==> config.mk <==
export PLATFORM = sky130hd
export DESIGN_NAME = offnariscv_ex_scheduler_flat
export DESIGN_NICKNAME = d
export VERILOG_FILES = /design/src/rtl/offnariscv_ex_scheduler_pkg.sv /design/src/rtl/offnariscv_ex_scheduler_if.sv /design/src/rtl/offnariscv_ex_fu_select.sv /design/src/rtl/offnariscv_ex_scheduler.sv /design/src/flat_wrapper.sv
export SDC_FILE = /design/constraint.sdc
export NUM_CORES = 1
export LEC_CHECK = 0
export ABC_AREA = 1
export BUFFER_PORTS_ARGS = -buffer_cell sky130_fd_sc_hd__buf_2
export CAP_MARGIN = 20
export CORE_AREA = 2 2 581 583
export CTS_CLUSTER_SIZE = 40
export DETAILED_ROUTE_END_ITERATION = 8
export DIE_AREA = 0 0 583 585
export MAX_ROUTING_LAYER = met4
export SKIP_CTS_REPAIR_TIMING = 1
export SYNTH_ARGS = -nofsm -noshare
export SYNTH_HDL_FRONTEND = slang
export SYNTH_SLANG_ARGS = --single-unit
export TNS_END_PERCENT = 1
==> constraint.sdc <==
create_clock -name clk -period 8.8 [get_ports clk]
set_input_delay 0.44 -clock clk [delete_from_list [all_inputs] [get_ports clk]]
set_output_delay 0.44 -clock clk [all_outputs]
set_load 0.01 [all_outputs]
==> src/rtl/offnariscv_ex_scheduler_pkg.sv <==
// Shared types for the EX-stage scheduler: unit select, FSM states,
// RF->EX / EX->unit / unit->WB payload bundles.
package offnariscv_ex_scheduler_pkg;

  localparam int XLEN  = 32;
  localparam int CMD_W = 4;
  localparam int NFU   = 4;

  typedef enum logic [1:0] {
    FU_ALU = 2'd0,
    FU_BRU = 2'd1,
    FU_SYS = 2'd2,
    FU_LSU = 2'd3
  } fu_sel_e;

  typedef enum logic [1:0] {
    IDLE,
    ISSUE,
    WAIT,
    OUT
  } ex_sched_state_e;

  typedef logic [CMD_W-1:0] cmd_t;
  typedef logic [XLEN-1:0]  xlen_t;

  localparam cmd_t ALU_ADD   = 4'd0;
  localparam cmd_t BRU_BEQ   = 4'd0;
  localparam cmd_t SYS_ECALL = 4'd1;
  localparam cmd_t LSU_LW    = 4'd2;

  typedef struct packed {
    xlen_t pc;
  } pcg_data_t;

  typedef struct packed {
    xlen_t trap_cause;
  } if_data_t;

  typedef struct packed {
    logic       alu_cmd_vld;
    cmd_t       alu_cmd;
    logic       bru_cmd_vld;
    cmd_t       bru_cmd;
    logic       sys_cmd_vld;
    cmd_t       sys_cmd;
    logic       lsu_cmd_vld;
    cmd_t       lsu_cmd;
    xlen_t      immediate;
    logic [4:0] rd;
  } id_data_t;

  typedef struct packed {
    pcg_data_t pcg_data;
    if_data_t  if_data;
    id_data_t  id_data;
    xlen_t     op1;
    xlen_t     op2;
    xlen_t     rs2_data;
    xlen_t     csr_rdata;
    xlen_t     mtvec;
    xlen_t     mepc;
  } rfex_tdata_t;

  typedef struct packed {
    xlen_t op1;
    xlen_t op2;
    cmd_t  alu_cmd;
  } rfalu_tdata_t;

  typedef struct packed {
    xlen_t op1;
    xlen_t op2;
    xlen_t immediate;
    xlen_t pc;
    cmd_t  bru_cmd;
  } rfbru_tdata_t;

  typedef struct packed {
    xlen_t op1;
    xlen_t op2;
    xlen_t csr_rdata;
    cmd_t  sys_cmd;
    xlen_t trap_cause;
    xlen_t pc;
    xlen_t mtvec;
    xlen_t mepc;
  } rfsys_tdata_t;

  typedef struct packed {
    xlen_t op1;
    xlen_t op2;
    xlen_t immediate;
    cmd_t  lsu_cmd;
  } rflsu_tdata_t;

  typedef struct packed {
    xlen_t result;
  } aluwb_tdata_t;

  typedef struct packed {
    xlen_t result;
    logic  taken;
    xlen_t new_pc;
  } bruwb_tdata_t;

  typedef struct packed {
    logic  trap;
    logic  use_new_pc;
    xlen_t new_pc;
    logic  csr_update;
    xlen_t csr_wdata;
  } syswb_tdata_t;

  typedef struct packed {
    xlen_t result;
    logic  trap;
  } lsuwb_tdata_t;

  typedef struct packed {
    xlen_t       wdata;
    rfex_tdata_t rf_data;
  } wbrf_tdata_t;

  typedef struct packed {
    xlen_t wdata;
    logic  trap;
    logic  redir;
    xlen_t redir_pc;
    logic  csr_we;
    xlen_t csr_wdata;
  } ex_res_t;

  function automatic logic [NFU-1:0] fu_onehot(input fu_sel_e sel);
    fu_onehot = 4'b0001 << sel;
  endfunction

endpackage

==> src/rtl/offnariscv_ex_scheduler_if.sv <==
// EX-stage scheduler bus: RF input, per-unit request/result streams,
// WB output, redirect and stall-counter observation.
interface offnariscv_ex_scheduler_if
  import offnariscv_ex_scheduler_pkg::*;
#(
  parameter int STALL_CNT_WIDTH = 16
);

  logic                       s_rfex_tvalid;
  logic                       s_rfex_tready;
  rfex_tdata_t                s_rfex_tdata;

  logic [NFU-1:0]             m_fu_tvalid;
  logic [NFU-1:0]             m_fu_tready;
  rfalu_tdata_t               m_alu_tdata;
  rfbru_tdata_t               m_bru_tdata;
  rfsys_tdata_t               m_sys_tdata;
  rflsu_tdata_t               m_lsu_tdata;

  logic [NFU-1:0]             s_fu_tvalid;
  logic [NFU-1:0]             s_fu_tready;
  aluwb_tdata_t               s_alu_tdata;
  bruwb_tdata_t               s_bru_tdata;
  syswb_tdata_t               s_sys_tdata;
  lsuwb_tdata_t               s_lsu_tdata;

  logic                       m_exwb_tvalid;
  logic                       m_exwb_tready;
  wbrf_tdata_t                m_exwb_tdata;
  logic                       m_exwb_rd_we;
  logic                       m_exwb_csr_we;
  xlen_t                      m_exwb_csr_wdata;

  logic                       redirect_valid;
  xlen_t                      redirect_pc;
  logic [STALL_CNT_WIDTH-1:0] stall_cycles;

  modport master (
    input  s_rfex_tvalid, s_rfex_tdata,
    output s_rfex_tready,
    output m_fu_tvalid,
    input  m_fu_tready,
    output m_alu_tdata, m_bru_tdata,
    output m_sys_tdata, m_lsu_tdata,
    input  s_fu_tvalid,
    output s_fu_tready,
    input  s_alu_tdata, s_bru_tdata,
    input  s_sys_tdata, s_lsu_tdata,
    output m_exwb_tvalid,
    input  m_exwb_tready,
    output m_exwb_tdata, m_exwb_rd_we,
    output m_exwb_csr_we, m_exwb_csr_wdata,
    output redirect_valid, redirect_pc,
    output stall_cycles
  );

  modport slave (
    output s_rfex_tvalid, s_rfex_tdata,
    input  s_rfex_tready,
    input  m_fu_tvalid,
    output m_fu_tready,
    input  m_alu_tdata, m_bru_tdata,
    input  m_sys_tdata, m_lsu_tdata,
    output s_fu_tvalid,
    input  s_fu_tready,
    output s_alu_tdata, s_bru_tdata,
    output s_sys_tdata, s_lsu_tdata,
    input  m_exwb_tvalid,
    output m_exwb_tready,
    input  m_exwb_tdata, m_exwb_rd_we,
    input  m_exwb_csr_we, m_exwb_csr_wdata,
    input  redirect_valid, redirect_pc,
    input  stall_cycles
  );

endinterface

==> src/rtl/offnariscv_ex_fu_select.sv <==
// Picks the functional unit for an instruction from its cmd_vld flags.
// Instructions with no unit flag fall to SYS (trap / fence_i path).
module offnariscv_ex_fu_select
  import offnariscv_ex_scheduler_pkg::*;
(
  input  logic    alu_vld,
  input  logic    bru_vld,
  input  logic    sys_vld,
  input  logic    lsu_vld,
  output fu_sel_e sel
);

  always_comb begin
    sel = FU_SYS;
    priority case (1'b1)
      lsu_vld: sel = FU_LSU;
      sys_vld: sel = FU_SYS;
      bru_vld: sel = FU_BRU;
      alu_vld: sel = FU_ALU;
      default: sel = FU_SYS;
    endcase
  end

endmodule

==> src/rtl/offnariscv_ex_scheduler.sv <==
// EX-stage controller: one instruction in flight, routed to one unit,
// result forwarded to WB with optional PC redirect.
module offnariscv_ex_scheduler
  import offnariscv_ex_scheduler_pkg::*;
#(
  parameter int STALL_CNT_WIDTH = 16
) (
  input logic                       clk,
  input logic                       rst_n,
  offnariscv_ex_scheduler_if.master bus
);

  ex_sched_state_e            state_q;
  ex_sched_state_e            state_d;
  fu_sel_e                    sel_d;
  fu_sel_e                    sel_q;
  rfex_tdata_t                rf_q;
  ex_res_t                    res_d;
  ex_res_t                    res_q;
  logic [STALL_CNT_WIDTH-1:0] stall_q;
  logic [NFU-1:0]             sel_oh;
  logic [NFU-1:0]             fu_req_vld;
  logic [NFU-1:0]             fu_res_rdy;
  logic                       rf_rdy;
  logic                       rf_ld;
  logic                       res_ld;
  logic                       exwb_vld;
  logic                       stall_inc;
  logic                       redir_fire;
  rfalu_tdata_t               alu_req;
  rfbru_tdata_t               bru_req;
  rfsys_tdata_t               sys_req;
  rflsu_tdata_t               lsu_req;

  offnariscv_ex_fu_select u_fu_select (
    .alu_vld (bus.s_rfex_tdata.id_data.alu_cmd_vld),
    .bru_vld (bus.s_rfex_tdata.id_data.bru_cmd_vld),
    .sys_vld (bus.s_rfex_tdata.id_data.sys_cmd_vld),
    .lsu_vld (bus.s_rfex_tdata.id_data.lsu_cmd_vld),
    .sel     (sel_d)
  );

  assign sel_oh = fu_onehot(sel_q);

  always_comb begin
    state_d    = state_q;
    rf_rdy     = 1'b0;
    rf_ld      = 1'b0;
    fu_req_vld = '0;
    fu_res_rdy = '0;
    res_ld     = 1'b0;
    exwb_vld   = 1'b0;
    unique case (state_q)
      IDLE: begin
        rf_rdy = rst_n;
        if (bus.s_rfex_tvalid) begin
          rf_ld   = 1'b1;
          state_d = ISSUE;
        end
      end
      ISSUE: begin
        fu_req_vld = sel_oh;
        if (bus.m_fu_tready[sel_q]) begin
          state_d = WAIT;
        end
      end
      WAIT: begin
        fu_res_rdy = sel_oh;
        if (bus.s_fu_tvalid[sel_q]) begin
          res_ld  = 1'b1;
          state_d = OUT;
        end
      end
      OUT: begin
        exwb_vld = 1'b1;
        if (bus.m_exwb_tready) begin
          state_d = IDLE;
        end
      end
      default: state_d = IDLE;
    endcase
  end

  // Fold the selected unit's result into one WB-ready record at capture.
  always_comb begin
    res_d = '0;
    unique case (sel_q)
      FU_ALU: begin
        res_d.wdata = bus.s_alu_tdata.result;
      end
      FU_BRU: begin
        res_d.wdata    = bus.s_bru_tdata.result;
        res_d.redir    = bus.s_bru_tdata.taken;
        res_d.redir_pc = bus.s_bru_tdata.new_pc;
      end
      FU_SYS: begin
        res_d.wdata     = rf_q.csr_rdata;
        res_d.trap      = bus.s_sys_tdata.trap;
        res_d.redir     = bus.s_sys_tdata.use_new_pc
                        | bus.s_sys_tdata.trap;
        res_d.redir_pc  = bus.s_sys_tdata.new_pc;
        res_d.csr_we    = bus.s_sys_tdata.csr_update
                        & ~bus.s_sys_tdata.trap;
        res_d.csr_wdata = bus.s_sys_tdata.csr_wdata;
      end
      FU_LSU: begin
        res_d.wdata    = bus.s_lsu_tdata.result;
        res_d.trap     = bus.s_lsu_tdata.trap;
        res_d.redir    = bus.s_lsu_tdata.trap;
        res_d.redir_pc = rf_q.mtvec;
      end
      default: res_d = '0;
    endcase
  end

  assign stall_inc = (state_q == ISSUE) || (state_q == WAIT);

  always_ff @(posedge clk) begin
    if (!rst_n) begin
      state_q <= IDLE;
      stall_q <= '0;
    end else begin
      state_q <= state_d;
      if (stall_inc && (stall_q != '1)) begin
        stall_q <= stall_q + 1'b1;
      end
    end
  end

  always_ff @(posedge clk) begin
    if (rf_ld) begin
      rf_q  <= bus.s_rfex_tdata;
      sel_q <= sel_d;
    end
    if (res_ld) begin
      res_q <= res_d;
    end
  end

  always_comb begin
    alu_req            = '0;
    alu_req.op1        = rf_q.op1;
    alu_req.op2        = rf_q.op2;
    alu_req.alu_cmd    = rf_q.id_data.alu_cmd;

    bru_req            = '0;
    bru_req.op1        = rf_q.op1;
    bru_req.op2        = rf_q.op2;
    bru_req.immediate  = rf_q.id_data.immediate;
    bru_req.pc         = rf_q.pcg_data.pc;
    bru_req.bru_cmd    = rf_q.id_data.bru_cmd;

    sys_req            = '0;
    sys_req.op1        = rf_q.op1;
    sys_req.op2        = rf_q.op2;
    sys_req.csr_rdata  = rf_q.csr_rdata;
    sys_req.sys_cmd    = rf_q.id_data.sys_cmd;
    sys_req.trap_cause = rf_q.if_data.trap_cause;
    sys_req.pc         = rf_q.pcg_data.pc;
    sys_req.mtvec      = rf_q.mtvec;
    sys_req.mepc       = rf_q.mepc;

    // Stores carry rs2 as data; op2 is the address offset path elsewhere.
    lsu_req            = '0;
    lsu_req.op1        = rf_q.op1;
    lsu_req.op2        = rf_q.rs2_data;
    lsu_req.immediate  = rf_q.id_data.immediate;
    lsu_req.lsu_cmd    = rf_q.id_data.lsu_cmd;
  end

  assign redir_fire = exwb_vld & bus.m_exwb_tready & res_q.redir;

  assign bus.s_rfex_tready    = rf_rdy;
  assign bus.m_fu_tvalid      = fu_req_vld;
  assign bus.s_fu_tready      = fu_res_rdy;
  assign bus.m_alu_tdata      = alu_req;
  assign bus.m_bru_tdata      = bru_req;
  assign bus.m_sys_tdata      = sys_req;
  assign bus.m_lsu_tdata      = lsu_req;
  assign bus.m_exwb_tvalid    = exwb_vld;
  assign bus.m_exwb_tdata     = '{wdata: res_q.wdata, rf_data: rf_q};
  assign bus.m_exwb_rd_we     = (rf_q.id_data.rd != 5'd0) & ~res_q.trap;
  assign bus.m_exwb_csr_we    = res_q.csr_we;
  assign bus.m_exwb_csr_wdata = res_q.csr_wdata;
  assign bus.redirect_valid   = redir_fire;
  assign bus.redirect_pc      = redir_fire ? res_q.redir_pc : '0;
  assign bus.stall_cycles     = stall_q;

endmodule

==> src/flat_wrapper.sv <==
// flat-port wrapper written by rule: the top's interface ports become plain ports
module offnariscv_ex_scheduler_flat import offnariscv_ex_scheduler_pkg::*;
#(
  parameter int STALL_CNT_WIDTH = 16
)
  (clk, rst_n, bus_s_rfex_tvalid, bus_s_rfex_tdata, bus_s_rfex_tready, bus_m_fu_tvalid, bus_m_fu_tready, bus_m_alu_tdata, bus_m_bru_tdata, bus_m_sys_tdata, bus_m_lsu_tdata, bus_s_fu_tvalid, bus_s_fu_tready, bus_s_alu_tdata, bus_s_bru_tdata, bus_s_sys_tdata, bus_s_lsu_tdata, bus_m_exwb_tvalid, bus_m_exwb_tready, bus_m_exwb_tdata, bus_m_exwb_rd_we, bus_m_exwb_csr_we, bus_m_exwb_csr_wdata, bus_redirect_valid, bus_redirect_pc, bus_stall_cycles);
  offnariscv_ex_scheduler_if #(.STALL_CNT_WIDTH(STALL_CNT_WIDTH)) bus_i ();
  input logic clk;
  input logic rst_n;
  input wire logic [$bits(bus_i.s_rfex_tvalid)-1:0] bus_s_rfex_tvalid;
  input wire logic [$bits(bus_i.s_rfex_tdata)-1:0] bus_s_rfex_tdata;
  output wire logic [$bits(bus_i.s_rfex_tready)-1:0] bus_s_rfex_tready;
  output wire logic [$bits(bus_i.m_fu_tvalid)-1:0] bus_m_fu_tvalid;
  input wire logic [$bits(bus_i.m_fu_tready)-1:0] bus_m_fu_tready;
  output wire logic [$bits(bus_i.m_alu_tdata)-1:0] bus_m_alu_tdata;
  output wire logic [$bits(bus_i.m_bru_tdata)-1:0] bus_m_bru_tdata;
  output wire logic [$bits(bus_i.m_sys_tdata)-1:0] bus_m_sys_tdata;
  output wire logic [$bits(bus_i.m_lsu_tdata)-1:0] bus_m_lsu_tdata;
  input wire logic [$bits(bus_i.s_fu_tvalid)-1:0] bus_s_fu_tvalid;
  output wire logic [$bits(bus_i.s_fu_tready)-1:0] bus_s_fu_tready;
  input wire logic [$bits(bus_i.s_alu_tdata)-1:0] bus_s_alu_tdata;
  input wire logic [$bits(bus_i.s_bru_tdata)-1:0] bus_s_bru_tdata;
  input wire logic [$bits(bus_i.s_sys_tdata)-1:0] bus_s_sys_tdata;
  input wire logic [$bits(bus_i.s_lsu_tdata)-1:0] bus_s_lsu_tdata;
  output wire logic [$bits(bus_i.m_exwb_tvalid)-1:0] bus_m_exwb_tvalid;
  input wire logic [$bits(bus_i.m_exwb_tready)-1:0] bus_m_exwb_tready;
  output wire logic [$bits(bus_i.m_exwb_tdata)-1:0] bus_m_exwb_tdata;
  output wire logic [$bits(bus_i.m_exwb_rd_we)-1:0] bus_m_exwb_rd_we;
  output wire logic [$bits(bus_i.m_exwb_csr_we)-1:0] bus_m_exwb_csr_we;
  output wire logic [$bits(bus_i.m_exwb_csr_wdata)-1:0] bus_m_exwb_csr_wdata;
  output wire logic [$bits(bus_i.redirect_valid)-1:0] bus_redirect_valid;
  output wire logic [$bits(bus_i.redirect_pc)-1:0] bus_redirect_pc;
  output wire logic [$bits(bus_i.stall_cycles)-1:0] bus_stall_cycles;
  assign bus_i.s_rfex_tvalid = bus_s_rfex_tvalid;
  assign bus_i.s_rfex_tdata = bus_s_rfex_tdata;
  assign bus_s_rfex_tready = bus_i.s_rfex_tready;
  assign bus_m_fu_tvalid = bus_i.m_fu_tvalid;
  assign bus_i.m_fu_tready = bus_m_fu_tready;
  assign bus_m_alu_tdata = bus_i.m_alu_tdata;
  assign bus_m_bru_tdata = bus_i.m_bru_tdata;
  assign bus_m_sys_tdata = bus_i.m_sys_tdata;
  assign bus_m_lsu_tdata = bus_i.m_lsu_tdata;
  assign bus_i.s_fu_tvalid = bus_s_fu_tvalid;
  assign bus_s_fu_tready = bus_i.s_fu_tready;
  assign bus_i.s_alu_tdata = bus_s_alu_tdata;
  assign bus_i.s_bru_tdata = bus_s_bru_tdata;
  assign bus_i.s_sys_tdata = bus_s_sys_tdata;
  assign bus_i.s_lsu_tdata = bus_s_lsu_tdata;
  assign bus_m_exwb_tvalid = bus_i.m_exwb_tvalid;
  assign bus_i.m_exwb_tready = bus_m_exwb_tready;
  assign bus_m_exwb_tdata = bus_i.m_exwb_tdata;
  assign bus_m_exwb_rd_we = bus_i.m_exwb_rd_we;
  assign bus_m_exwb_csr_we = bus_i.m_exwb_csr_we;
  assign bus_m_exwb_csr_wdata = bus_i.m_exwb_csr_wdata;
  assign bus_redirect_valid = bus_i.redirect_valid;
  assign bus_redirect_pc = bus_i.redirect_pc;
  assign bus_stall_cycles = bus_i.stall_cycles;
  offnariscv_ex_scheduler #(.STALL_CNT_WIDTH(STALL_CNT_WIDTH)) u_core (.clk(clk), .rst_n(rst_n), .bus(bus_i));
endmodule
==> flow_metrics.env, run 1 <==
export IMPL_place_worst_setup_slack_ns=5.69
export IMPL_gp_congestion=1.21
export IMPL_yosysSeqAreaShare=0.637
export IMPL_floorplan_die_width_um=583
export IMPL_asyncSetResetFlopFracSynth=0
export IMPL_overflow=0
export IMPL_synth_ff_type="sky130_fd_sc_hd__edfxtp_1"
export IMPL_gr_usage_all_layers=0.136
export IMPL_post_synth_instance_area_sq_mm=0.0201
export IMPL_yosys_warnings=0
export IMPL_flow_first_error="[ERROR DRT-0255] Maze Route cannot find path of net bus_m_sys_tdata[182] in worker of routeBox ( 531300 0 ) ( 583000 48300 )."
export IMPL_port_buffer_count=1487
export IMPL_chipHeight_um=585
export IMPL_dpl_hpwl_mm=215
export IMPL_seq_cells_post_synth=432
export IMPL_postSynthAreaPerCell_sq_um=11.9
export IMPL_tritoncts_num_buffers=54
export IMPL_outcome="did not finish"
export IMPL_clk_root_buffer_cell="sky130_fd_sc_hd__clkbuf_16"
export IMPL_io_pins=1488
export IMPL_num_rows=213
export IMPL_post_synthesis_cell_type_count=31
export IMPL_via_count_of_the_first_global_routing_pass=15700
export IMPL_ctsLongestPathBuffers=3
export IMPL_clock_sinks=432
export IMPL_grt_antenna_before_repair=224
export IMPL_cts_htree_levels=2
export IMPL_haltStage="detailed routing"
export IMPL_synth_edf_count=414
export IMPL_global_route_wire_length_before_repair_mm=267
export IMPL_postSynthCellCount=1682
export IMPL_synthesis_nets=2210
export IMPL_starting_density=0.0599
export IMPL_grt_max_degree=133
==> cell usage after synthesis, types with 6 or more instances <==
cell type                  count  area (sq um)
sky130_fd_sc_hd__nand4_1      36           225
sky130_fd_sc_hd__dfxtp_1      18           360
sky130_fd_sc_hd__nor2_1      105           394
sky130_fd_sc_hd__a21oi_1      10          50.1
sky130_fd_sc_hd__nand3_1      45           225
sky130_fd_sc_hd__clkbuf_1     10          37.5
sky130_fd_sc_hd__edfxtp_1    414         12400
sky130_fd_sc_hd__buf_2        17          85.1
sky130_fd_sc_hd__inv_1        92           345
sky130_fd_sc_hd__nand2_1     296          1110
sky130_fd_sc_hd__buf_4       597          4480
sky130_fd_sc_hd__ha_1          6          75.1
==> cell families after synthesis <==
kind of cell               Yosys count  synth area share
AOI/OAI and AO/OA                   19           0.00567
xor gates and xnor gates             6           0.00262
adders and majority gates            6           0.00374
buffers and inverters              722             0.248
DFF                                432             0.637
and+or+nand+nor                    497             0.103
==> layer usage <==
metal and global-route usage:
met1 0.156, met2 0.189, met3 0.0828, met4 0.0556
met5 -
==> stage by stage <==
step / std cells / hold slack [ns] / area, sq um
floorplan: 1682 / 0.515 / 20100
global route: 7614 / -0.0143 / 34800
detailed placement: 6959 / 0.517 / 28600
global placement: 6959 / 0.524 / 28600
CTS: 7059 / -0.228 / 30300
==> inputs of run 2 (changes only) <==
--- a/config.mk
+++ b/config.mk
@@ -8,11 +8,10 @@
 export ABC_AREA = 1
 export BUFFER_PORTS_ARGS = -buffer_cell sky130_fd_sc_hd__buf_2
 export CAP_MARGIN = 20
-export CORE_AREA = 2 2 581 583
-export CTS_CLUSTER_SIZE = 40
+export CORE_AREA = 2 2 580 582
 export DETAILED_ROUTE_END_ITERATION = 8
-export DIE_AREA = 0 0 583 585
-export MAX_ROUTING_LAYER = met4
+export DIE_AREA = 0 0 582 584
+export PLACE_DENSITY_LB_ADDON = 0.15
 export SKIP_CTS_REPAIR_TIMING = 1
 export SYNTH_ARGS = -nofsm -noshare
 export SYNTH_HDL_FRONTEND = slang
==> flow_metrics.env, run 2 <==
export IMPL_crit_buf_inv=1
export IMPL_period_needed_ns=3.13
export IMPL_clock_sinks=432
export IMPL_gr_usage_all_layers=0.106
export IMPL_cts_tree="yes"
export IMPL_p_per_area_mw_per_mm2=254
export IMPL_floorplan_die_width_um=582
export IMPL_dpl_hpwl_mm=163
export IMPL_synthTopCellsByArea="sky130_fd_sc_hd__edfxtp_1 62%, sky130_fd_sc_hd__buf_4 22%, sky130_fd_sc_hd__nand2_1 5.5%, sky130_fd_sc_hd__nor2_1 2.0%, sky130_fd_sc_hd__dfxtp_1 1.8%"
export IMPL_synth_edf_count=414
export IMPL_post_drt_via_cell_ratio=2.46
export IMPL_global_route_wire_length_before_repair_mm=222
export IMPL_post_route_drc_count=0
export IMPL_grt_max_degree=119
export IMPL_outcome="finished, final reports clean"
export IMPL_postSynthCellCount=1682
export IMPL_num_nets_final=3586
export IMPL_clkSlewWorstSetupHoldPaths_ns=0.06
export IMPL_library_cell_with_the_largest_summed_area_after_synthesis="sky130_fd_sc_hd__edfxtp_1"
export IMPL_placeableCoreArea_sq_mm=0.333
export IMPL_critPathCaptureType="output port"
export IMPL_gp_congestion=0.883
export IMPL_yosysSeqAreaShare=0.637
export IMPL_cts_htree_levels=3
export IMPL_rr_startpoint="u_core.sel_q[1]$_SDFFCE_PP1P_"
export IMPL_die_area_sq_mm=0.340
export IMPL_worst_path_dominant_cell_family="simple AND/OR/NAND/NOR gates"
export IMPL_max_slew_worst_pin_slew_ns=1.02
export IMPL_max_cap_violation_count=0
export IMPL_max_slew_margin=0.319
export IMPL_yosys_area_share_simple=0.103
export IMPL_cellLeakagePower_nw=14.5
export IMPL_slowest_cell_delay_on_critical_path_ns=0.58
export IMPL_worstSkewPairLatency_ns=0.78
export IMPL_slowest_stage="sky130_fd_sc_hd__nor2_1"
export IMPL_layout_worst_path_cycle_share=0.356
export IMPL_muxShareOfSynthArea=0
export IMPL_critical_path_peak_fanout=33
export IMPL_max_frequency_mhz=319
export IMPL_synth_compound_area_frac=0.00567
export IMPL_timing_hold_violations_final=0
export IMPL_wl_per_cell_um=25.2
export IMPL_worst_setup_path_start_kind="register"
export IMPL_count_of_tritonroute_iterations_in_the_first_routing_pass=5
export IMPL_finalSetupTns_ns=0
export IMPL_timing_hold_worst_start="bus_s_sys_tdata[31]"
export IMPL_asyncSetResetFlopFracSynth=0
export IMPL_yosys_top_cells_count="597 x sky130_fd_sc_hd__buf_4, 414 x sky130_fd_sc_hd__edfxtp_1, 296 x sky130_fd_sc_hd__nand2_1"
export IMPL_synth_ff_type="sky130_fd_sc_hd__edfxtp_1"
export IMPL_drt_iter0_drc=911
export IMPL_post_synthesis_cell_type_count=31
export IMPL_fin_worst_skew_ns=0.0499
export IMPL_final_cell_area_sq_mm=0.0353
export IMPL_post_route_util=0.106
export IMPL_antenna_left=0
export IMPL_post_synth_instance_area_sq_mm=0.0201
export IMPL_seq_cells_post_synth=432
export IMPL_via_count=18600
export IMPL_via_count_of_the_first_global_routing_pass=15700
export IMPL_worst_ep_arrival_time_ns=2.69
export IMPL_postSynthAreaPerCell_sq_um=11.9
export IMPL_hp_class="in2reg"
export IMPL_tritoncts_num_buffers=73
export IMPL_io_pins=1488
export IMPL_chipHeight_um=584
export IMPL_most_frequent_cells_in_the_layout="1487 x sky130_fd_sc_hd__buf_2, 430 x sky130_fd_sc_hd__dlygate4sd3_1, 414 x sky130_fd_sc_hd__edfxtp_1"
export IMPL_grt_antenna_before_repair=195
export IMPL_mostFrequentLayoutCell="sky130_fd_sc_hd__buf_2"
export IMPL_yosys_warnings=0
export IMPL_post_synth_top_area_fraction=0.619
export IMPL_overflow=0
export IMPL_worst_setup_path_startpoint="u_core.state_q[1]$_SDFFE_PN0P_"
export IMPL_worst_endpoint_required_ns=8.36
export IMPL_yosysMostFrequentCell="sky130_fd_sc_hd__buf_4"
export IMPL_worst_setup_path_type="reg2out"
export IMPL_synthesis_nets=2210
export IMPL_port_buffer_count=1487
export IMPL_main_combinational_cell_family_by_area_after_synthesis="buffers and inverters"
export IMPL_clk_root_buffer_cell="sky130_fd_sc_hd__clkbuf_16"
export IMPL_ir_drop_v=0.000103
export IMPL_final_layout_size_suffix_gt1_frac=0.519
export IMPL_num_rows=212
export IMPL_area_growth_pct=75.6
export IMPL_routed_wirelength_mm=190
export IMPL_rsz0062_at_grt="false"
export IMPL_cp_cell_sequence="ha_1, nand3_4, nor2_1, buf_2"
export IMPL_yosys_area_share_xor_xnor=0.00262
export IMPL_timing_final_max_slew_violations=0
export IMPL_yosys_area_share_adder=0.00374
export IMPL_placement_cell_area_sq_mm=0.0286
export IMPL_largest_reg_flops=209
export IMPL_ctsLongestPathBuffers=4
export IMPL_starting_density=0.0604
export IMPL_final_setup_viol_count=0
-- run 2: cell counts after synthesis --
Identical to the previous run, type by type.
-- run 2: through the flow --
stage	setup WS, ns	cells	hold slack [ns]	total power [mW]
3_5_place_dp	6.16	6940	0.519	5.94
5_1_grt	5.37	7529	0.000309	9.46
2_1_floorplan	1.43	1682	0.515	4.85
4_1_cts	5.29	7066	-0.288	9.03
3_3_place_gp	6.09	6938	0.521	5.99
6_report	5.67	7552	0.0201	8.97
-- run 2: final timing paths --
check                                                        to  slack [ns]  cells past startpoint
hold / removal    u_core.bus.m_exwb_csr_wdata[31]$_SDFFCE_PP0P_        0.02                      3
hold reg to reg        u_core.bus.stall_cycles[15]$_SDFFE_PN0P_        0.53                      2
setup / recovery                             bus_redirect_pc[9]        5.67                      4
setup reg to reg                     u_core.res_q[49]$_DFFE_PP_        5.81                      6
-- run 2: area by class of cell --
type	instances	area (sq um)
fill	38400	298000
sequential	432	12800
timing repair buffer	1927	11900
tap	4387	5490
multi-input combinational	528	2350
clock buffer	90	1900
inverter	96	379
clock inverter	36	350
antenna	56	140
-- run 2: cell families after synthesis --
kind of cell	Yosys count
buf+inv	722
simple gates	497
flops	432
compound gates	19
xor+xnor	6
fa+ha+maj	6
-- run 2: per-layer routing --
layer	GRT usage	wire length, um
met4	0.0285	6360
met2	0.183	91000
met1	0.123	76000
met3	0.0370	16200
met5	0	492
-- run 2: where the power goes --
group | internal [mW] | switching (mW) | leakage, nW
clock network | 1.68 | 1.22 | 1.09
logic | 0.956 | 1.70 | 9.36
registers | 2.83 | 0.582 | 4.03
total | 5.47 | 3.50 | 14.5
-- run 2: worst min-delay path, delay by kind of cell --
| kind | cells | cell delay [ns] |
|---|---|---|
| simple gates | 1 | 0.08 |
| buf+inv | 2 | 0.10 |
No activity file was read; power rests on OpenSTA's default activity.
==> inputs of run 3 (changes only) <==
==> constraint.sdc (replaced) <==
create_clock -name clk -period 2.5 [get_ports clk]
set_input_delay 0.125 -clock clk [delete_from_list [all_inputs] [get_ports clk]]
set_output_delay 0.125 -clock clk [all_outputs]
set_load 0.01 [all_outputs]
==> flow_metrics.env, run 3 (synthesized netlist as in run 2, its figures left out) <==
export IMPL_overflow=0
export IMPL_max_frequency_mhz=408
export IMPL_global_route_wire_length_before_repair_mm=246
export IMPL_max_slew_margin=0.429
export IMPL_antenna_left=0
export IMPL_final_setup_viol_count=0
export IMPL_cellLeakagePower_nw=15.0
export IMPL_starting_density=0.0604
export IMPL_max_cap_violation_count=0
export IMPL_ctsLongestPathBuffers=4
export IMPL_tritoncts_num_buffers=75
export IMPL_post_route_util=0.110
export IMPL_io_pins=1488
export IMPL_post_drt_via_cell_ratio=2.49
export IMPL_report_power_total_mw=33.1
export IMPL_period_needed_ns=2.45
export IMPL_worst_ep_arrival_time_ns=2.33
export IMPL_placeableCoreArea_sq_mm=0.333
export IMPL_max_slew_worst_pin_slew_ns=0.856
export IMPL_floorplan_die_width_um=582
export IMPL_fin_worst_skew_ns=0.0679
export IMPL_critPathCaptureType="output port"
export IMPL_mostFrequentLayoutCell="sky130_fd_sc_hd__buf_2"
export IMPL_die_area_sq_mm=0.340
export IMPL_most_frequent_cells_in_the_layout="1484 x sky130_fd_sc_hd__buf_2, 498 x sky130_fd_sc_hd__dlygate4sd3_1, 414 x sky130_fd_sc_hd__edfxtp_1"
export IMPL_wl_per_cell_um=27.6
export IMPL_clkSlewWorstSetupHoldPaths_ns=0.06
export IMPL_ff2ff_setup_slack_ns=0.14
export IMPL_clock_sinks=432
export IMPL_hold_worst_slack_ns=0.0179
export IMPL_final_layout_size_suffix_gt1_frac=0.518
export IMPL_gp_congestion=0.899
export IMPL_largest_reg_flops=209
export IMPL_clk_root_buffer_cell="sky130_fd_sc_hd__clkbuf_16"
export IMPL_worst_endpoint_required_ns=2.38
export IMPL_timing_final_max_slew_violations=0
export IMPL_layout_worst_path_cycle_share=0.982
export IMPL_count_of_tritonroute_iterations_in_the_first_routing_pass=5
export IMPL_grt_max_degree=52
export IMPL_p_per_area_mw_per_mm2=902
export IMPL_grt_antenna_before_repair=254
export IMPL_via_count=19200
export IMPL_worst_setup_path_start_kind="register"
export IMPL_post_route_drc_count=0
export IMPL_routed_wirelength_mm=212
export IMPL_worstSkewPairLatency_ns=0.80
export IMPL_gr_usage_all_layers=0.119
export IMPL_hp_class="in2reg"
export IMPL_cts_htree_levels=3
export IMPL_rsz0062_at_grt="true"
export IMPL_drt_iter0_drc=1141
export IMPL_timing_hold_violations_final=0
export IMPL_num_rows=212
export IMPL_dpl_hpwl_mm=186
export IMPL_cts_tree="yes"
export IMPL_critical_path_peak_fanout=12
export IMPL_worst_setup_path_type="reg2out"
export IMPL_area_growth_pct=82.6
export IMPL_port_buffer_count=1487
export IMPL_outcome="finished, final reports clean"
export IMPL_num_nets_final=3690
export IMPL_finalSetupTns_ns=0
export IMPL_ir_drop_v=0.000507
export IMPL_via_count_of_the_first_global_routing_pass=16300
export IMPL_chipHeight_um=584
[run 3: cell count changes in the layout (fill, tap and decap cells not counted), moves of 3 or more]
cell,before,now
sky130_fd_sc_hd__bufinv_16,5,8
sky130_fd_sc_hd__nor2_1,105,102
sky130_fd_sc_hd__diode_2,56,100
sky130_fd_sc_hd__buf_12,2,17
sky130_fd_sc_hd__dlygate4sd3_1,430,498
sky130_fd_sc_hd__buf_2,1487,1484
sky130_fd_sc_hd__buf_4,6,25
[run 3: cell type report]
class,instances,area [sq um]
Clock buffer,89,1930
Multi-Input combinational cell,529,2400
Clock inverter,42,467
Antenna cell,100,250
Inverter,96,375
Fill cell,38400,296000
Timing Repair Buffer,2028,13000
Sequential cell,432,12800
Tap cell,4387,5490
[run 3: critical path: stages (launching register included)]
cell	delay [ns]
sky130_fd_sc_hd__edfxtp_1	0.58
sky130_fd_sc_hd__nor2_4	0.37
sky130_fd_sc_hd__inv_1	0.15
sky130_fd_sc_hd__nor2_4	0.18
sky130_fd_sc_hd__buf_2	0.24
[run 3: worst paths after layout]
| kind | cells past startpoint | startpoint | end |
|---|---|---|---|
| min reg2reg | 2 | u_core.bus.stall_cycles[8]$_SDFFE_PN0P_ | u_core.bus.stall_cycles[8]$_SDFFE_PN0P_ |
| min | 9 | bus_m_fu_tready[0] | u_core.state_q[0]$_SDFFE_PN0P_ |
| max | 4 | u_core.sel_q[1]$_SDFFCE_PP1P_ | bus_s_fu_tready[0] |
| max reg2reg | 6 | u_core.sel_q[1]$_SDFFCE_PP1P_ | u_core.bus.m_exwb_tdata[338]$_DFFE_PP_ |
[run 3: report_power, final]
| part | leakage, nW | internal, mW | switching [mW] | total (mW) |
|---|---|---|---|---|
| Combinational | 9.85 | 3.72 | 6.52 | 10.2 |
| Sequential | 4.03 | 9.94 | 2.15 | 12.1 |
| Clock | 1.15 | 6.34 | 4.40 | 10.7 |
| Total | 15.0 | 20.0 | 13.1 | 33.1 |
[run 3: metal layers]
metal | part of all wire | track usage
met1 | 0.39 | 0.135
met2 | 0.47 | 0.200
met3 | 0.11 | 0.0547
met4 | 0.031 | 0.0294
met5 | 0.0023 | 0
[run 3: through the flow]
step	setup slack [ns]	std cells	instance area, sq um
floorplan	-3.22	1682	20100
global placement	0.483	6971	29000
detailed placement	0.518	6971	29000
CTS	-0.406	7102	31400
global route	-0.131	7646	36500
finish	0.0461	7703	36700
==> inputs of run 4 (changes only) <==
--- a/config.mk
+++ b/config.mk
@@ -8,9 +8,9 @@
 export ABC_AREA = 1
 export BUFFER_PORTS_ARGS = -buffer_cell sky130_fd_sc_hd__buf_2
 export CAP_MARGIN = 20
-export CORE_AREA = 2 2 580 582
+export CORE_AREA = 2 2 585 587
 export DETAILED_ROUTE_END_ITERATION = 8
-export DIE_AREA = 0 0 582 584
+export DIE_AREA = 0 0 587 589
 export PLACE_DENSITY_LB_ADDON = 0.15
 export SKIP_CTS_REPAIR_TIMING = 1
 export SYNTH_ARGS = -nofsm -noshare
==> flow_metrics.env, run 4 (synthesized netlist as in run 2, its figures left out) <==
export IMPL_outcome="finished, final reports clean"
export IMPL_cts_htree_levels=3
export IMPL_global_route_wire_length_before_repair_mm=247
export IMPL_wl_met1_mm=81.3
export IMPL_fin_worst_skew_ns=0.0414
export IMPL_multi_input_area_sq_mm=0.00239
export IMPL_worst_setup_path_start_kind="register"
export IMPL_slowest_cell_delay_on_critical_path_ns=0.55
export IMPL_tritoncts_num_buffers=73
export IMPL_max_slew_worst_pin_slew_ns=1.01
export IMPL_timing_hold_violations_final=0
export IMPL_rsz0062_at_grt="true"
export IMPL_grt_max_degree=61
export IMPL_ff2ff_setup_slack_ns=0.06
export IMPL_mostFrequentLayoutCell="sky130_fd_sc_hd__buf_2"
export IMPL_most_frequent_cells_in_the_layout="1485 x sky130_fd_sc_hd__buf_2, 486 x sky130_fd_sc_hd__dlygate4sd3_1, 414 x sky130_fd_sc_hd__edfxtp_1"
export IMPL_dpl_hpwl_mm=187
export IMPL_clk_root_buffer_cell="sky130_fd_sc_hd__clkbuf_16"
export IMPL_worst_path_dominant_cell_family="buffers and inverters"
export IMPL_rr_startpoint="u_core.sel_q[1]$_SDFFCE_PP1P_"
export IMPL_post_drt_via_cell_ratio=2.45
export IMPL_floorplan_die_width_um=587
export IMPL_gp_congestion=0.899
export IMPL_finish_cell_count_without_fillers=7819
export IMPL_gr_usage_all_layers=0.117
export IMPL_routed_wirelength_mm=214
export IMPL_drt_iter0_drc=1105
export IMPL_final_layout_size_suffix_gt1_frac=0.518
export IMPL_cpMostUsedCell="sky130_fd_sc_hd__buf_4"
export IMPL_cts_tree="yes"
export IMPL_worst_ep_arrival_time_ns=3.04
export IMPL_wl_per_cell_um=27.4
export IMPL_starting_density=0.0593
export IMPL_top_layer_used="met5"
export IMPL_place_worst_setup_slack_ns=0.442
export IMPL_cellLeakagePower_nw=14.9
export IMPL_overflow=0
export IMPL_num_fill_cells=39300
export IMPL_largest_reg_flops=209
export IMPL_count_of_tritonroute_iterations_in_the_first_routing_pass=5
export IMPL_max_slew_margin=0.324
export IMPL_period_needed_ns=2.44
export IMPL_max_cap_violation_count=0
export IMPL_route_met2_wl_mm=102
export IMPL_die_area_sq_mm=0.346
export IMPL_num_rows=214
export IMPL_antenna_left=0
export IMPL_chipHeight_um=589
export IMPL_ir_drop_v=0.000428
export IMPL_port_buffer_count=1487
export IMPL_io_pins=1488
export IMPL_placeableCoreArea_sq_mm=0.339
export IMPL_critPathCaptureType="register"
export IMPL_via_count_of_the_first_global_routing_pass=16300
export IMPL_timing_final_max_slew_violations=0
export IMPL_clock_sinks=432
export IMPL_slowest_stage="sky130_fd_sc_hd__dlygate4sd3_1"
export IMPL_timing_final_ws_setup_ns=0.0601
export IMPL_hp_class="in2reg"
export IMPL_ctsLongestPathBuffers=4
export IMPL_worst_setup_path_type="reg2reg"
export IMPL_grt_antenna_before_repair=244
export IMPL_worstSkewPairLatency_ns=0.77
export IMPL_ff_latch_area_sq_mm=0.0128
export IMPL_layout_worst_path_cycle_share=0.976
export IMPL_p_per_area_mw_per_mm2=893
export IMPL_hold_worst_slack_ns=0.0242
export IMPL_max_frequency_mhz=410
export IMPL_critical_path_reg2reg_endpoint="u_core.bus.m_exwb_tdata[337]$_DFFE_PP_"
export IMPL_ff2ff_path_depth=6
export IMPL_via_count=19100
export IMPL_crit_buf_inv=3
export IMPL_final_setup_viol_count=0
export IMPL_worst_endpoint_required_ns=3.10
export IMPL_critical_path_peak_fanout=32
export IMPL_timing_hold_worst_start="bus_m_fu_tready[1]"
export IMPL_area_growth_pct=81.7
export IMPL_placedCellCount=7110
export IMPL_cp_cell_sequence="buf_4, nor2_4, buf_4, nand2_1, nand4_1, dlygate4sd3_1"
export IMPL_hold_path_end="u_core.state_q[1]$_SDFFE_PN0P_"
export IMPL_num_nets_final=3671
export IMPL_worst_setup_path_startpoint="u_core.sel_q[1]$_SDFFCE_PP1P_"
export IMPL_clkSlewWorstSetupHoldPaths_ns=0.06
export IMPL_min_delay_path_depth=8
export IMPL_report_power_total_mw=32.6
export IMPL_post_route_drc_count=0
export IMPL_met3_routed_length_mm=24.3
run 4: worst max-delay path by stage:
stage	end	slack, ns	cells after the start
6_report	u_core.bus.m_exwb_tdata[337]$_DFFE_PP_	0.06	6
5_1_grt	bus_m_fu_tvalid[1]	-0.02	6
4_1_cts	bus_m_fu_tvalid[1]	-0.24	5
3_5_place_dp	u_core.bus.m_exwb_csr_wdata[24]$_SDFFCE_PP0P_	0.44	7
3_3_place_gp	u_core.bus.m_exwb_csr_wdata[24]$_SDFFCE_PP0P_	0.45	7
2_1_floorplan	u_core.bus.m_alu_tdata[0]$_DFFE_PP_	-3.22	4
run 4: area by class of cell:
cell class | instances | area share
sequential | 432 | 0.350
clock buffer | 91 | 0.0530
timing repair buffer | 2011 | 0.351
multi-input combinational | 529 | 0.0656
tap | 4536 | 0.155
inverter | 96 | 0.0102
clock inverter | 35 | 0.00809
antenna | 89 | 0.00610
run 4: metal layers:
metal,track usage,vias to the layer above
met3,0.0553,422
met2,0.200,1381
met5,0,-
li1,-,8034
met1,0.131,9209
met4,0.0293,82
run 4: stage by stage:
stage | setup TNS, ns | cell area, sq um | utilization
finish | 0 | 36500 | 0.108
global route | -0.0666 | 36400 | 0.107
CTS | -3.46 | 31300 | 0.0924
detailed placement | 0 | 29100 | 0.0858
global placement | 0 | 29100 | 0.0858
floorplan | -1171.19 | 20100 | -
run 4: report_power, final:
group | switching [mW] | leakage (nW) | internal, mW
Combinational | 6.47 | 9.78 | 3.80
Clock | 4.14 | 1.08 | 5.97
Sequential | 2.27 | 4.03 | 9.94
run 4: worst reg2reg max path, stage by stage, from the launching register on:
cell	delay [ns]
sky130_fd_sc_hd__edfxtp_1	0.54
sky130_fd_sc_hd__buf_4	0.22
sky130_fd_sc_hd__nor2_4	0.12
sky130_fd_sc_hd__buf_4	0.49
sky130_fd_sc_hd__nand2_1	0.22
sky130_fd_sc_hd__nand4_1	0.13
sky130_fd_sc_hd__dlygate4sd3_1	0.55
